==> config.mk <==
export PLATFORM = sky130hd
export DESIGN_NAME = alu_arbiter
export DESIGN_NICKNAME = d
export VERILOG_FILES = /design/src/rtl/alu_arbiter.sv
export SDC_FILE = /design/constraint.sdc
export NUM_CORES = 1
export LEC_CHECK = 0
export ABC_CLOCK_PERIOD_IN_PS = 2500
export CAP_MARGIN = 20
export CELL_PAD_IN_SITES_DETAIL_PLACEMENT = 1
export CELL_PAD_IN_SITES_GLOBAL_PLACEMENT = 1
export CORE_ASPECT_RATIO = 1.5
export CORE_MARGIN = 4
export CORE_UTILIZATION = 26
export CTS_CLUSTER_SIZE = 14
export DETAILED_ROUTE_END_ITERATION = 16
export MAX_ROUTING_LAYER = met4
export PLACE_DENSITY = 0.8
export SYNTH_ARGS = -nofsm -noshare
export SYNTH_HDL_FRONTEND = slang
export SYNTH_SLANG_ARGS = --single-unit
==> constraint.sdc <==
create_clock -name clk -period 2.5 [get_ports clk]
set_clock_uncertainty 0.1 [all_clocks]
set_input_delay 0.75 -clock clk [delete_from_list [all_inputs] [get_ports clk]]
set_output_delay 0.75 -clock clk [all_outputs]
set_load 0.01 [all_outputs]
==> src/rtl/alu_arbiter.sv <==
// alu_arbiter
//   Shares one signed ALU between two requesters: port 0 is the execute stage
//   and port 1 is the address/PC-increment path. Requests are arbitrated
//   round-robin. Only one operation is in flight at a time. The ALU is driven
//   from registers, and its result is captured and returned on the granted
//   port's response channel.
//
// Ports
//   clk, reset                  clock; asynchronous active-high reset
//   mN_req_valid/ready          request handshake (ready is combinational)
//   mN_req_ctrl/a/b             opcode and operands of the request
//   mN_rsp_valid/ready/data     response handshake and result
//   alu_ctrl, op_a, op_b        registered ALU inputs
//   alu_result                  ALU output, captured ALU_LAT cycles after issue
//   busy                        high whenever the arbiter is not idle
//
// state | meaning
// ------+---------------------------------------------------------------
// IDLE  | waiting for a request; req_ready offered to the winner only
// EXEC  | ALU inputs held; count down ALU_LAT-1..0, then capture result
// RESP  | rsp_valid on the granted port until that port's rsp_ready

module alu_arbiter #(
   parameter int WIDTH   = 16,
   parameter int CTRL_W  = 4,
   parameter int ALU_LAT = 1
) (
   input  logic              clk,
   input  logic              reset,

   input  logic              m0_req_valid,
   output logic              m0_req_ready,
   input  logic [CTRL_W-1:0] m0_req_ctrl,
   input  logic [WIDTH-1:0]  m0_req_a,
   input  logic [WIDTH-1:0]  m0_req_b,
   output logic              m0_rsp_valid,
   input  logic              m0_rsp_ready,
   output logic [WIDTH-1:0]  m0_rsp_data,

   input  logic              m1_req_valid,
   output logic              m1_req_ready,
   input  logic [CTRL_W-1:0] m1_req_ctrl,
   input  logic [WIDTH-1:0]  m1_req_a,
   input  logic [WIDTH-1:0]  m1_req_b,
   output logic              m1_rsp_valid,
   input  logic              m1_rsp_ready,
   output logic [WIDTH-1:0]  m1_rsp_data,

   output logic [CTRL_W-1:0] alu_ctrl,
   output logic [WIDTH-1:0]  op_a,
   output logic [WIDTH-1:0]  op_b,
   input  logic [WIDTH-1:0]  alu_result,
   output logic              busy
);

   typedef enum logic [1:0] {
      IDLE = 2'd0,
      EXEC = 2'd1,
      RESP = 2'd2
   } state_t;

   localparam logic [3:0] CNT_INIT = 4'(ALU_LAT - 1);

   state_t           state;
   logic             rr_ptr;
   logic             grant;
   logic [3:0]       cnt;
   logic [WIDTH-1:0] rsp_data;
   logic [1:0]       rsp_valid;
   logic             winner;
   logic             accept;
   logic             gnt_rsp_ready;

   // A lone requester always wins; rr_ptr only breaks ties.
   always_comb begin
      if (m0_req_valid && m1_req_valid) begin
         winner = rr_ptr;
      end else begin
         winner = m1_req_valid;
      end
   end

   assign m0_req_ready  = (state == IDLE) && m0_req_valid && !winner;
   assign m1_req_ready  = (state == IDLE) && m1_req_valid && winner;
   assign accept        = m0_req_ready || m1_req_ready;
   assign gnt_rsp_ready = grant ? m1_rsp_ready : m0_rsp_ready;

   assign m0_rsp_valid  = rsp_valid[0];
   assign m1_rsp_valid  = rsp_valid[1];
   // Result is only visible on the port that owns it.
   assign m0_rsp_data   = grant ? '0 : rsp_data;
   assign m1_rsp_data   = grant ? rsp_data : '0;

   always_ff @(posedge clk or posedge reset) begin
      if (reset) begin
         state     <= IDLE;
         rr_ptr    <= 1'b0;
         grant     <= 1'b0;
         cnt       <= '0;
         rsp_data  <= '0;
         rsp_valid <= '0;
         alu_ctrl  <= '0;
         op_a      <= '0;
         op_b      <= '0;
         busy      <= 1'b0;
      end else begin
         case (state)
            IDLE: begin
               if (accept) begin
                  alu_ctrl <= winner ? m1_req_ctrl : m0_req_ctrl;
                  op_a     <= winner ? m1_req_a    : m0_req_a;
                  op_b     <= winner ? m1_req_b    : m0_req_b;
                  grant    <= winner;
                  rr_ptr   <= ~winner;
                  cnt      <= CNT_INIT;
                  busy     <= 1'b1;
                  state    <= EXEC;
               end
            end
            EXEC: begin
               if (cnt == 4'd0) begin
                  rsp_data  <= alu_result;
                  rsp_valid <= grant ? 2'b10 : 2'b01;
                  state     <= RESP;
               end else begin
                  cnt <= cnt - 4'd1;
               end
            end
            RESP: begin
               if (gnt_rsp_ready) begin
                  rsp_valid <= '0;
                  busy      <= 1'b0;
                  state     <= IDLE;
               end
            end
            default: begin
               state <= IDLE;
            end
         endcase
      end
   end

endmodule

Word-level counts from Yosys, hierarchy flattened. Cells that the tools add are included.

Register bits: 63. Output and inout bits: 73. Word-level logic and storage cells: 56.

Add/sub/neg operators: 1. Equal/unequal tests: 6. Mux-type cells: 20. Bitwise logic cells: 1. Reduce and logical (&&, ||, !) cells: 18.

Operators by type and width (count): 16-bit two-way mux (4); 4-bit two-way mux (3); 3-bit AND reduction (4); 2-bit two-way mux (5); 2-bit inequality test (second input constant) (4); 4-bit one-hot mux with 2 select lines (1); 2-bit one-hot mux with 3 select lines (1); 2-bit nonzero test (3); 1-bit logical AND (5); 4-bit logical NOT (1); 1-bit two-way mux (4); 2-bit one-hot mux with 2 select lines (1); 2-bit AND reduction (2); 4-bit by 1-bit subtractor with 4-bit output (second input constant) (1); 2-bit by 1-bit == test with 1-bit output (second input constant) (1); 2-bit == test (second input constant) (1); 2-bit logical NOT (1); 1-bit one-hot mux with 2 select lines (1); 1-bit logical NOT (1); 1-bit logical OR (1); 1-bit NOT (1).

Logic depth before layout (Yosys ltp).
Word-level depth: 7. Gate-level depth with buffers: 6. Mapped depth without buffers: 5.

Least setup slack after synthesis. No wires, ideal clock.

Kind: in2out. Start point: input port m0_req_valid. End point: output port m1_req_ready. Arrival time: 1.407 ns. Setup slack: 0.243 ns. Cell stages on the path: 3. Buffers on the path: 1. Cells stage by stage: and2b_1 -> buf_2 -> nor3_1.

Cells in the longest elaborated chain, start to end: 3.

RTL lines: start, declared (line 31) `input logic m0_req_valid,`; 1-bit logical AND (line 76) `if (m0_req_valid && m1_req_valid) begin`; 1-bit two-way mux (line 76); 1-bit logical AND (line 84) `assign m1_req_ready = (state == IDLE) && m1_req_valid && winner;`; end, declared (line 41) `output logic m1_req_ready,`.

No other way between the ends.

Worst setup path in the final report.
Start point: register grant. End point: output port m0_rsp_data[3].

Cells in the longest elaborated chain, start to end: 1.

RTL lines: start, declared (line 66) `logic grant;`; start signal, assigned (line 113) `grant <= winner;`; 16-bit two-way mux (line 91) `assign m0_rsp_data = grant ? '0 : rsp_data;`; end, declared (line 38) `output logic [WIDTH-1:0] m0_rsp_data,`.

No other way between the ends.

==> flow_summary.yaml <==
clock_network:
  cts_buffers: 9
  cts_tree: "done"
  clock-sinks: 63
  path_clk_slew_ns: 0.05
  cts_setup_buffers: 0
  htreeDepth: 3
  clkLatencyLatePin_ns: 0.32
  clockBufferDepth: 2
  root_buffer: "clkbuf_16"
timing:
  final-setup-viol-count: 0
  hold_viol_final: 0
  slew_headroom_pct: 72.0
  period_share_pct: 97.2
  tightest_slew_ns: 0.420
  finalCriticalPeriod_ns: 2.43
  max_freq_mhz: 412
  maxSlewViolCount: 0
power:
  power_density_nw_per_um2: 1200
  ir_drop_mv: 0.458
  p_leak_uw: 0.00245
synth:
  syn_inst: 335
  synth_nets: 431
  synth.distinct_cells: 37
  synth_area_leaders: "dfrtp_1 (48%), o211ai_1 (8.2%), a31oi_1 (6.8%)"
  ys_warn_count: 0
  synth-seq-cells: 63
  seq_area_frac_synth_pct: 47.6
  synth_top_area_share_pct: 47.6
  synth_top_cell_by_area: "dfrtp_1"
  syn_area_sq_um: 3310
  avgSynthCellArea_sq_um: 9.89
critical_path:
  critPathKind: "reg2out"
  cp_slowest_cell: "clkdlybuf4s50_1"
  cpPeakStageDelay_ns: 0.54
  start_kind: "flip-flop"
  crit_chain: "buf_12 > nor2b_1 > clkdlybuf4s50_1"
  worstPathMaxFanout: 35
  cp.arrival_ns: 1.58
  critPathCaptureType: "output port"
  crit_required_ns: 1.65
place:
  gp_congestion: 0.790
  dp_hpwl_mm: 8.87
  portBuffers: 166
  place_area_sq_um: 5240
routing:
  via_per_inst: 5.11
  vias: 3363
  antenna_left: 0
  route.detailed.wl_per_inst_microns: 18.7
  drc: 0
  drt-initial-drc-count: 68
  dr.pass1.iters: 4
  drt-total-wl_mm: 12.3
global_routing:
  grt_pass1_wl_mm: 19.5
  first_global_vias: 3781
  grt_max_degree: 64
  antenna_found_initial: 0
  grt_overflow: 0
  track_usage_pct: 17.4
flow_run:
  maxCapViolations: 0
final_layout:
  area_growth_pct: 68.3
  final_core_util_pct: 44.5
  diodes: 0
  drive_gt1_share_pct: 13.3
  nFillCells: 1398
  design_area_sq_um: 5570
  nets: 595
status:
  status: "finished, final reports clean"
floorplan:
  design.core.area_sq_um: 12500
  ios: 167
  die_h_microns: 146
  die_w_microns: 100
  fp.dieArea_sq_um: 14600
  core.rowCount: 50
  initial_core_util_pct: 26.5
min_path:
  min_path_type: "reg2reg"
per-layer routing:
metal / vias up / share of wire [%] / track usage, %
li1: 1570 / - / -
met1: 1657 / 39 / 18.8
met2: 123 / 54 / 30.6
met3: 13 / 5.5 / 4.06
met5: - / 0 / -
met4: 0 / 1.7 / 6.00
cells in the final DEF, fill, tap and decap left out, drive strengths merged, types with 3 or more instances in the layout:
master         instances
a21oi                 37
a31oi                 36
and2                  16
buf                   23
clkbuf                14
clkdlybuf4s50        140
dfrtp                 63
dlygate4sd2            3
dlymetal6s2s          21
inv                    4
mux2                  17
nand2                  5
nor2                   6
nor2b                 17
o211ai                36
o21ai                 39
kinds of logic after synthesis:
family | count (synthesis) | share of synthesized area [%]
mux | 19 | 7.29
simple gates | 57 | 11.0
fa+ha+maj | 2 | 0.755
buf+inv | 39 | 5.14
compound gates | 155 | 28.2
flops | 63 | 47.6
final timing paths:
path | start | endpoint | slack (ns) | cells after the start
worst max-delay path | grant | m0_rsp_data[3] | 0.07 | 3
worst min-delay path | rsp_valid[0] | rsp_valid[0] | 0.39 | 1
worst max register to register | cnt[0] | rsp_data[1] | 0.67 | 5
worst min register to register | rsp_valid[0] | rsp_valid[0] | 0.39 | 1
max in group asynchronous | reset | cnt[3] | 1.29 | 3
min in group asynchronous | reset | rsp_data[11] | 0.73 | 3
synth_stat cells, drive strengths merged:
cell / n
clkbuf: 21
o211ai: 36
or2: 2
nand2: 5
o2bb2ai: 1
mux2i: 2
mux2: 17
ha: 2
and2b: 2
and2: 16
a21o: 2
clkinv: 1
nor2b: 17
buf: 13
or3b: 1
nor3: 2
a31o: 2
nor4b: 2
dfrtp: 63
nor3b: 1
a22oi: 1
inv: 4
a21oi: 37
nand2b: 1
nor2: 6
a31oi: 36
o21ai: 39
a32o: 1
nand3: 2
worst max-delay path: cells and delay by family (launching register included):
family	cells	cell delay (ns)
buf+inv	2	0.71
flops	1	0.40
simple gates	1	0.13
state kept, by name (all words and copies together) (netlist names):
signal	count
alu_ctrl	4
busy	1
cnt	4
grant	1
op_a	16
op_b	16
rr_ptr	1
rsp_data	16
rsp_valid	2
state	2
through the flow:
stage | total power, uW | hold WS (ns) | cells | setup TNS [ns] | setup slack (ns)
after floorplan | 3640 | 0.386 | 335 | 0 | 0.0803
after global placement | 5440 | 0.370 | 644 | -1.10 | -0.557
after detailed placement | 5600 | 0.386 | 644 | -1.19 | -0.616
after CTS | 6810 | 0.401 | 658 | 0 | 0.00458
after global routing | 7120 | 0.415 | 658 | -0.00836 | -0.00836
final | 6670 | 0.395 | 658 | 0 | 0.0700
final cells by class:
class	count	area, sq um	area share [%]
sequential	63	1580	28.3
multi-input combinational	233	1580	28.3
timing repair buffer	187	1920	34.5
tap	156	195	3.50
clock buffer	14	284	5.10
inverter	5	18.8	0.337
repair_timing:
| item | 4_1_cts | 5_1_grt |
|---|---|---|
| hold buffers | 0 | 0 |
| setup endpoints to repair | 3 | 22 |
| gates resized for setup | 13 | 23 |
power breakdown:
group,internal [uW],switching [uW],total [uW]
clock,768,423,1190
sequential,1540,331,1870
combinational,1960,1650,3600
total,4270,2400,6670
No activity file was read; power rests on OpenSTA's default activity.
